File: src/rtl/reg_word_serializer.sv
// Parallel-to-serial unloader: one-word hold buffer feeding a shift engine,
// with per-bit valid and frame start/end strobes. Back-to-back words stream without gaps.
module reg_word_serializer #(
    parameter int unsigned WIDTH     = 32,
    parameter bit          LSB_FIRST = 1'b0
) (
    input  logic             clk,
    input  logic             clear,
    input  logic             C,
    input  logic             load_valid,
    output logic             load_ready,
    input  logic [WIDTH-1:0] D,
    output logic             sdo,
    output logic             sdo_valid,
    output logic             frame_start,
    output logic             frame_end,
    output logic             busy
);

    localparam int CW = (WIDTH > 1) ? $clog2(WIDTH) : 1;

    typedef enum logic {
        IDLE,
        SHIFT
    } state_t;

    state_t            state;
    state_t            state_nx;
    logic [WIDTH-1:0]  sr;
    logic [WIDTH-1:0]  hb;
    logic              hb_full;
    logic [CW-1:0]     cnt;
    logic              last;
    logic              drain;
    logic              shift_en;
    logic              load_fire;
    logic [WIDTH-1:0]  sr_shifted;

    always_comb begin
        last       = (cnt == CW'(WIDTH - 1));
        shift_en   = (state == SHIFT) && C;
        // Refill the shifter from the hold buffer either from IDLE or on the last bit of a frame.
        drain      = C && hb_full && ((state == IDLE) || ((state == SHIFT) && last));
        load_fire  = load_valid && !hb_full;
        sr_shifted = LSB_FIRST ? {1'b0, sr[WIDTH-1:1]} : {sr[WIDTH-2:0], 1'b0};
    end

    always_ff @(posedge clk) begin
        if (clear) begin
            state <= IDLE;
        end else begin
            state <= state_nx;
        end
    end

    always_comb begin
        state_nx = state;
        case (state)
            IDLE:    if (C && hb_full) state_nx = SHIFT;
            SHIFT:   if (C && last && !hb_full) state_nx = IDLE;
            default: state_nx = IDLE;
        endcase
    end

    always_ff @(posedge clk) begin
        if (clear) begin
            sr      <= '0;
            hb      <= '0;
            hb_full <= 1'b0;
            cnt     <= '0;
        end else begin
            if (drain) begin
                sr      <= hb;
                hb_full <= 1'b0;
                cnt     <= '0;
            end else if (shift_en) begin
                sr  <= sr_shifted;
                cnt <= last ? '0 : cnt + CW'(1);
            end
            // load_fire requires an empty buffer, so it never coincides with drain.
            if (load_fire) begin
                hb      <= D;
                hb_full <= 1'b1;
            end
        end
    end

    always_comb begin
        load_ready  = !hb_full;
        sdo         = LSB_FIRST ? sr[0] : sr[WIDTH-1];
        sdo_valid   = shift_en;
        frame_start = shift_en && (cnt == '0);
        frame_end   = shift_en && last;
        busy        = (state == SHIFT) || hb_full;
    end

endmodule

File: config.mk
export PLATFORM = sky130hd
export DESIGN_NAME = reg_word_serializer
export DESIGN_NICKNAME = d
export VERILOG_FILES = /design/src/rtl/reg_word_serializer.sv
export SDC_FILE = /design/constraint.sdc
export NUM_CORES = 1
export LEC_CHECK = 0
export ABC_AREA = 0
export BUFFER_PORTS_ARGS = -buffer_cell sky130_fd_sc_hd__buf_2
export CORE_ASPECT_RATIO = 0.7
export CORE_MARGIN = 2
export CORE_UTILIZATION = 47
export DETAILED_ROUTE_END_ITERATION = 7
export PLACE_DENSITY = 0.79
export SKIP_CTS_REPAIR_TIMING = 1
export SLEW_MARGIN = 20
export SYNTH_ARGS = -nofsm -noshare
export SYNTH_HDL_FRONTEND = slang
export SYNTH_SLANG_ARGS = --single-unit
File: constraint.sdc
create_clock -name clk -period 1.9 [get_ports clk]
set_clock_uncertainty 0.05 [all_clocks]
set_input_delay 0.19 -clock clk [delete_from_list [all_inputs] [get_ports clk]]
set_output_delay 0.19 -clock clk [all_outputs]
set_load 0.01 [all_outputs]
Word-level counts from Yosys, hierarchy flattened
Index checks and enable logic that the tools add are counted.
Widths: inputs -> output; s select.

word-level totals
  bits in registers = 71
  input bits = 36
  output and inout port bits = 6
  logic and storage cells = 32

operators by class
  add/subtract/negate cells = 1
  equal/unequal tests = 1
  mux-type cells = 8
  bitwise gates (word level) = 1
  reduce and logical (&&, ||, !) cells = 16

operator list
  cell                 number
  $mux 32              2
  $logic_and 1x1->1    9
  $add 5x1->5 const B  1
  $eq 5x5->1 const B   1
  $logic_not 5->1      1
  $mux 5               1
  $mux 1               4
  $reduce_bool 2->1    2
  $logic_or 1x1->1     2
  $pmux 1 s2           1
  $reduce_or 2->1      1
  $logic_not 1->1      1
  $not 1->1            1

Depth between registers and ports, before layout
Gate-level depths: netlist of run 1.

  word-level depth = 6
  depth in mapped cells = 9
  gate-level depth less buffers = 6

Worst setup path before layout of run 1
No wires, ideal clock.

  path kind = register to register
  from = register cnt[0]
  to = register sr[26]
  setup time = 0.135 ns
  arrival time = 1.651 ns
  required time = 1.715 ns
  setup slack = 0.065 ns
  cell stages (with the launch flop) = 8
  path buffers = 2
  period minus slack after synthesis = 1.835 ns
  path through = dfxtp_1 ha_1 and3_1 ha_1 buf_2 clkbuf_1 a2111oi_0 nor4_1

between the ends
  longest elaborated chain between the ends = 5
  elaborated cells on any way between the ends = 6
  classes of those cells = eq/ne: 1; mux: 1; reduce/logical: 4

RTL lines
  item                                          line  RTL
  from (decl)                                   32    logic [CW-1:0] cnt;
  from (signal assigned)                        78    cnt <= last ? '0 : cnt + CW'(1);
  $eq 5x5->1 *                                  40    last = (cnt == CW'(WIDTH - 1));
  $logic_and 1x1->1 *                           43    drain = C && hb_full && ((state == IDLE) || ((state == SHIFT) && last));
  $logic_or 1x1->1 *                            43
  $logic_and 1x1->1 *                           43
  $mux 32 or $reduce_bool 2->1 (tied branches)  n/a
  to (signal assigned)                          77    sr <= sr_shifted;
  to (decl)                                     29    logic [WIDTH-1:0] sr;

Every way passes the cells marked *; elsewhere a longest branch is shown, timed or not.
A chain may end at the register's enable or synchronous reset.

Final worst setup path of run 1
  from = register cnt[0]
  to = output frame_end

between the ends
  longest elaborated chain between the ends = 2

RTL lines
  item               line  RTL
  $eq 5x5->1         40
  $logic_and 1x1->1  93    frame_end = shift_en && last;
  to (decl)          16    output logic frame_end,

Every way passes these cells.

==> implementation parameters, run 1 <==
Parameter                              Value

Synth
  Area share of the leading cell type in the synthesized netlist    0.4575
  Synthesized net count    416
  Count of mapped cells out of synthesis    377
  Post-synthesis async set-or-reset flop share    0
  Yosys top cell by area    sky130_fd_sc_hd__dfxtp_1
  Number of different library cells in the post-synthesis netlist    30
  Number of enable-type register cells in the synthesized netlist    0
  Register area share after synthesis    0.4575
  Average footprint of a synthesized cell    8.241 sq um
  Yosys warns    0
  Number of flip-flops and latches in the synthesized netlist    71
  Most used standard cell by instance count after synthesis    sky130_fd_sc_hd__dfxtp_1
  Main flop type after synthesis    sky130_fd_sc_hd__dfxtp_1
  Post-synth design cell area    3107 sq um
  Ranking of synthesized cells by area    sky130_fd_sc_hd__dfxtp_1 (46%), sky130_fd_sc_hd__nand2_1 (8.2%), sky130_fd_sc_hd__a2111oi_0 (7.9%), sky130_fd_sc_hd__a21oi_1 (5.6%), sky130_fd_sc_hd__nor4_1 (5.6%)
  Top cells by instance count after synthesis    sky130_fd_sc_hd__dfxtp_1 (71), sky130_fd_sc_hd__nand2_1 (68), sky130_fd_sc_hd__a21oi_1 (35), sky130_fd_sc_hd__nor2_1 (35), sky130_fd_sc_hd__nor3_1 (34)

CTS
  CTS buffer count    9
  Clock-pin slew on the worst setup and hold paths    0.08 ns
  CTS H-tree depth    3
  Longest Clk Path Bufs    2
  Clock tree from TritonCTS    done
  CTS sink cnt    71
  Clk Tree Root Cell    sky130_fd_sc_hd__clkbuf_8
  Worst skew pair latency    0.34 ns

STA
  Top achievable clock speed    539.1 MHz
  Setup repair after global routing missed its margin    yes
  Final count of pins violating max slew    0
  Final min period    1.855 ns
  Worst Max-Slew Pin Slew    0.7377 ns
  Worst slack on hold paths    0.02404 ns
  Total of endpoints with negative setup slack in the final report    0
  Hold Violations, Final    0
  Max transition margin    0.5082
  Minimum setup slack in the final design    0.04511 ns
  Share of the clock period used by the worst path    0.9763
  Post-route setup TNS    0 ns

Floorplan
  Number of standard-cell rows in the floorplan    24
  Overall die area    7287 sq um
  Starting utilization of the core area    0.4927
  Count of boundary I/O pins    42
  Die boundary height    72.02 microns
  Die extent in x    101.2 microns
  Placeable Area    6306 sq um

Placement
  Worst setup slack before clock tree synthesis    -0.1428 ns
  Number of buffers inserted by port buffering    41
  DPL Wire Length    4.705 mm
  Placed Cells incl. Taps    474
  Routability Congestion    0.8366

Routing
  Number of DRC violations after detailed-routing iteration 0    159
  Number of nets with antenna violations after routing    0
  First drt pass iteration count    4
  Detailed-route wire length per cell    15.04 microns
  Total wirelength of the detailed-routed design    7.385 mm
  Post-detailed-route DRC marker count    0
  Ratio of routed vias to standard cells    5.680
  Via count    2789

Cells and area
  Share of post-route cells with drive strength above 1    0.2276
  Count of antenna diodes in the layout    0
  Layout overhead on the synthesized area    16.79%
  Final layout net count    447
  Post-layout util    0.5754
  Filler cell count    585
  Post-route insts no fill    491

Global routing
  Antenna violations before repair    0
  Remaining global-route overflow    0
  Total track usage    0.2135
  Global-route met1 utilization    0.3069
  GR Layer Usage met3    0.05395
  Layer with the highest usage    met1
  First-pass GRT wire length    12.24 mm
  Number of global-route vias before repair    2551
  Maximum number of pins on one net before global-route repair    37
  M2 GR Usage    0.3068

Job
  Max-cap violations    0

Pwr
  Worst vdd rail ir drop    0.4632 mV
  Pwr dens    938.3 nW/um^2
  Leakage power summed over all cells    1.329 nW

Worst setup path
  Worst setup path category    flip-flop to output port
  Data required, critical path    1.66 ns
  Type of element capturing the critical path    output port
  Cell depth of the worst flop-to-flop path    6
  Critical path arrival    1.61 ns
  Maximum fanout along the worst path    5
  Startpoint types    flip-flop

Run status
  Status    completed

Worst hold path
  Class of the tightest hold or removal check    primary input to flip-flop
  Hold Path Depth    3
cell families after synthesis:
kind of cell / count (synthesis) / synth area share
simple gates: 181 / 0.2775
xor+xnor: 1 / 0.002820
flops: 71 / 0.4575
compound gates: 70 / 0.1599
buf+inv: 48 / 0.08055
fa+ha+maj: 3 / 0.01208
mux: 3 / 0.009666
cells in the final DEF, fill, tap and decap left out, drive strengths merged, types with 2 or more instances in the layout:
| cell | netlist | final |
|---|---|---|
| mux2i | 3 | 3 |
| or3 | 2 | 2 |
| dfxtp | 71 | 71 |
| nand2b | 3 | 3 |
| clkinv | 0 | 2 |
| nor3 | 34 | 34 |
| nor2b | 2 | 2 |
| and3 | 2 | 2 |
| buf | 28 | 60 |
| nand2 | 69 | 69 |
| clkbuf | 12 | 11 |
| nand3 | 2 | 2 |
| bufinv | 0 | 2 |
| clkinvlp | 0 | 2 |
| nor4 | 32 | 32 |
| ha | 3 | 3 |
| a21oi | 35 | 35 |
| nor2 | 35 | 35 |
| a2111oi | 31 | 31 |
| inv | 8 | 7 |
layer usage:
| layer | part of all wire | routed length (microns) |
|---|---|---|
| met1 | 0.48 | 3568 |
| met2 | 0.43 | 3180 |
| met3 | 0.075 | 552 |
| met4 | 0.011 | 83 |
| met5 | 0 | 0 |
registers in the layout (all words and copies together) (netlist names):
| signal | cells |
|---|---|
| hb | 32 |
| cnt | 5 |
| state | 1 |
| sr | 32 |
| hb_full | 1 |
path summary, 6_finish.rpt:
path / startpoint / to / slack [ns]
max: cnt[0] / frame_end / 0.05
min: D[5] / hb[5] / 0.02
min reg2reg: hb[28] / hb[28] / 0.41
max reg2reg: cnt[0] / sr[16] / 0.05
area by class of cell:
cell class	instances	area, sq um	share of cell area
clock inverters	5	81.33	0.02241
multi-input cells	258	1474	0.4062
well taps	78	97.59	0.02690
flip-flops and latches	71	1424	0.3924
repair buffers	60	376.6	0.1038
clock buffers	11	141.4	0.03897
inverters	8	33.78	0.009310
critical path, cell delays in order (launching register included):
cell	delay, ns
sky130_fd_sc_hd__dfxtp_2	0.34
sky130_fd_sc_hd__ha_4	0.16
sky130_fd_sc_hd__and3_4	0.18
sky130_fd_sc_hd__ha_4	0.18
sky130_fd_sc_hd__buf_6	0.12
sky130_fd_sc_hd__and3_1	0.16
sky130_fd_sc_hd__buf_2	0.13
metrics by stage:
stage / power [mW] / area [sq um]
final: 3.405 / 3628
after detailed placement: 2.090 / 3352
after global placement: 2.070 / 3352
after global routing: 3.554 / 3628
after CTS: 3.419 / 3575
after floorplan: 1.963 / 3107
power breakdown:
group	switching [mW]	total, mW	internal, mW
logic	0.258	0.422	0.164
clock network	0.560	1.34	0.776
registers	0.0582	1.65	1.59
total	0.877	3.40	2.53
Power figures use the tool's default switching activity.
==> run 2: changes to the inputs <==
--- a/config.mk
+++ b/config.mk
@@ -8,4 +8,5 @@
 export ABC_AREA = 0
 export BUFFER_PORTS_ARGS = -buffer_cell sky130_fd_sc_hd__buf_2
+export CAP_MARGIN = 20
 export CORE_ASPECT_RATIO = 0.7
 export CORE_MARGIN = 2
==> constraint.sdc (replaced) <==
create_clock -name clk -period 1.9 [get_ports clk]
set_clock_uncertainty 0.05 [all_clocks]
set_input_delay 0.095 -clock clk [delete_from_list [all_inputs] [get_ports clk]]
set_output_delay 0.095 -clock clk [all_outputs]
set_load 0.01 [all_outputs]
==> run 2 against run 1 <==
Net effect: first-iteration DRC count up 24%; sequential cell count did not move; clock-buffer cell count unchanged; non-clock buffer count up 32; largest power group unchanged; highest routed layer unchanged.
==> implementation parameters, run 2 (synthesis results as in run 1) <==
Parameter                              Value

Worst setup path
  Data required, critical path    1.75 ns
  Type of element capturing the critical path    output port
  Worst setup path category    flip-flop to output port
  Cell depth of the worst flop-to-flop path    3
  Critical path arrival    1.74 ns
  Startpoint types    flip-flop
  Maximum fanout along the worst path    32

STA
  Worst slack on hold paths    0.08668 ns
  Setup repair after global routing missed its margin    yes
  Share of the clock period used by the worst path    0.9928
  Minimum setup slack in the final design    0.01361 ns
  Hold Violations, Final    0
  Max transition margin    0.5351
  Top achievable clock speed    530.1 MHz
  Final min period    1.886 ns
  Total of endpoints with negative setup slack in the final report    0
  Worst Max-Slew Pin Slew    0.6963 ns
  Final count of pins violating max slew    0

Routing
  Number of nets with antenna violations after routing    0
  Ratio of routed vias to standard cells    5.577
  Post-detailed-route DRC marker count    0
  First drt pass iteration count    4
  Via count    2911
  Detailed-route wire length per cell    14.84 microns
  Number of DRC violations after detailed-routing iteration 0    197
  Total wirelength of the detailed-routed design    7.747 mm

CTS
  Clk Tree Root Cell    sky130_fd_sc_hd__clkbuf_8
  CTS H-tree depth    3
  Worst skew pair latency    0.35 ns
  Longest Clk Path Bufs    2
  CTS buffer count    9
  Clock tree from TritonCTS    done
  Clock-pin slew on the worst setup and hold paths    0.07 ns
  CTS sink cnt    71

Cells and area
  Most frequent cells in the layout    sky130_fd_sc_hd__dfxtp_1 (71), sky130_fd_sc_hd__nand2_1 (68), sky130_fd_sc_hd__buf_2 (41), sky130_fd_sc_hd__nor2_1 (35), sky130_fd_sc_hd__a21oi_1 (35)
  Final layout net count    479
  Share of post-route cells with drive strength above 1    0.2230
  Cell area after layout    3951 sq um
  Layout overhead on the synthesized area    27.18%
  Biggest registers after layout    hb (32), sr (32), cnt (5)
  Post-route insts no fill    522
  Most common cell after layout, fill and taps aside    sky130_fd_sc_hd__dfxtp_1
  Count of antenna diodes in the layout    0

Floorplan
  Placeable Area    6306 sq um
  Overall die area    7287 sq um
  Number of standard-cell rows in the floorplan    24
  Starting utilization of the core area    0.4927
  Count of boundary I/O pins    42
  Die extent in x    101.2 microns
  Die boundary height    72.02 microns

Worst hold path
  Hold Path Depth    4
  Class of the tightest hold or removal check    primary input to flip-flop

Global routing
  First-pass GRT wire length    12.42 mm
  Antenna violations before repair    0
  Total track usage    0.2176
  Remaining global-route overflow    0
  Maximum number of pins on one net before global-route repair    37
  Number of global-route vias before repair    2531

Placement
  Number of buffers inserted by port buffering    41
  Worst setup slack before clock tree synthesis    -0.1734 ns
  DPL Wire Length    4.692 mm
  Routability Congestion    0.8338
  Post-DP Area    3352 sq um
  Placed Cells incl. Taps    474

Pwr
  Leakage power summed over all cells    1.447 nW
  Pwr dens    806.0 nW/um^2
  Worst vdd rail ir drop    0.3752 mV
  PnR Total Power    3.185 mW

Job
  Max-cap violations    0

Run status
  Status    completed
run 2: cell types whose count changed in the layout (fill, tap and decap cells not counted), sizes merged:
cell / before / now
dlygate4sd3: 0 / 33
bufinv: 2 / 0
buf: 60 / 59
clkinv: 2 / 3
run 2: power breakdown:
group | switching, mW | total, mW | internal, mW
registers | 0.0611 | 1.65 | 1.59
clock network | 0.548 | 1.04 | 0.495
logic | 0.277 | 0.491 | 0.214
run 2: routing by layer:
layer  track usage  vias to the layer above  share of wire
li1              -                     1471              -
met1        0.3051                     1350           0.47
met2        0.3267                       84           0.46
met3       0.06744                        6          0.058
met4       0.05856                        0         0.0099
met5             0                        -              0
run 2: cell type report:
class	instances	area [sq um]
fillers	569	2355
multi-input cells	258	1535
flip-flops and latches	71	1421
repair buffers	92	699.4
clock buffers	11	141.4
well taps	78	97.59
inverters	8	33.78
clock inverters	4	22.52
run 2: worst paths after layout:
path | end | slack [ns] | startpoint
worst min-delay path | state | 0.09 | C
worst min register to register | hb[28] | 0.41 | hb[28]
worst max register to register | sr[4] | 0.01 | state
worst max-delay path | busy | 0.01 | state
run 2: metrics by stage:
step	TNS [ns]	util
after floorplan	0	-
after global placement	-0.07897	0.5315
after detailed placement	-0.5028	0.5315
after CTS	-0.7735	0.5575
after global routing	-0.7019	0.6266
final	0	0.6266
run 2: critical path: stages, from the launching register on:
cell,delay (ns)
sky130_fd_sc_hd__dfxtp_1,0.38
sky130_fd_sc_hd__clkinvlp_4,0.56
sky130_fd_sc_hd__nand2_1,0.28
sky130_fd_sc_hd__buf_2,0.17
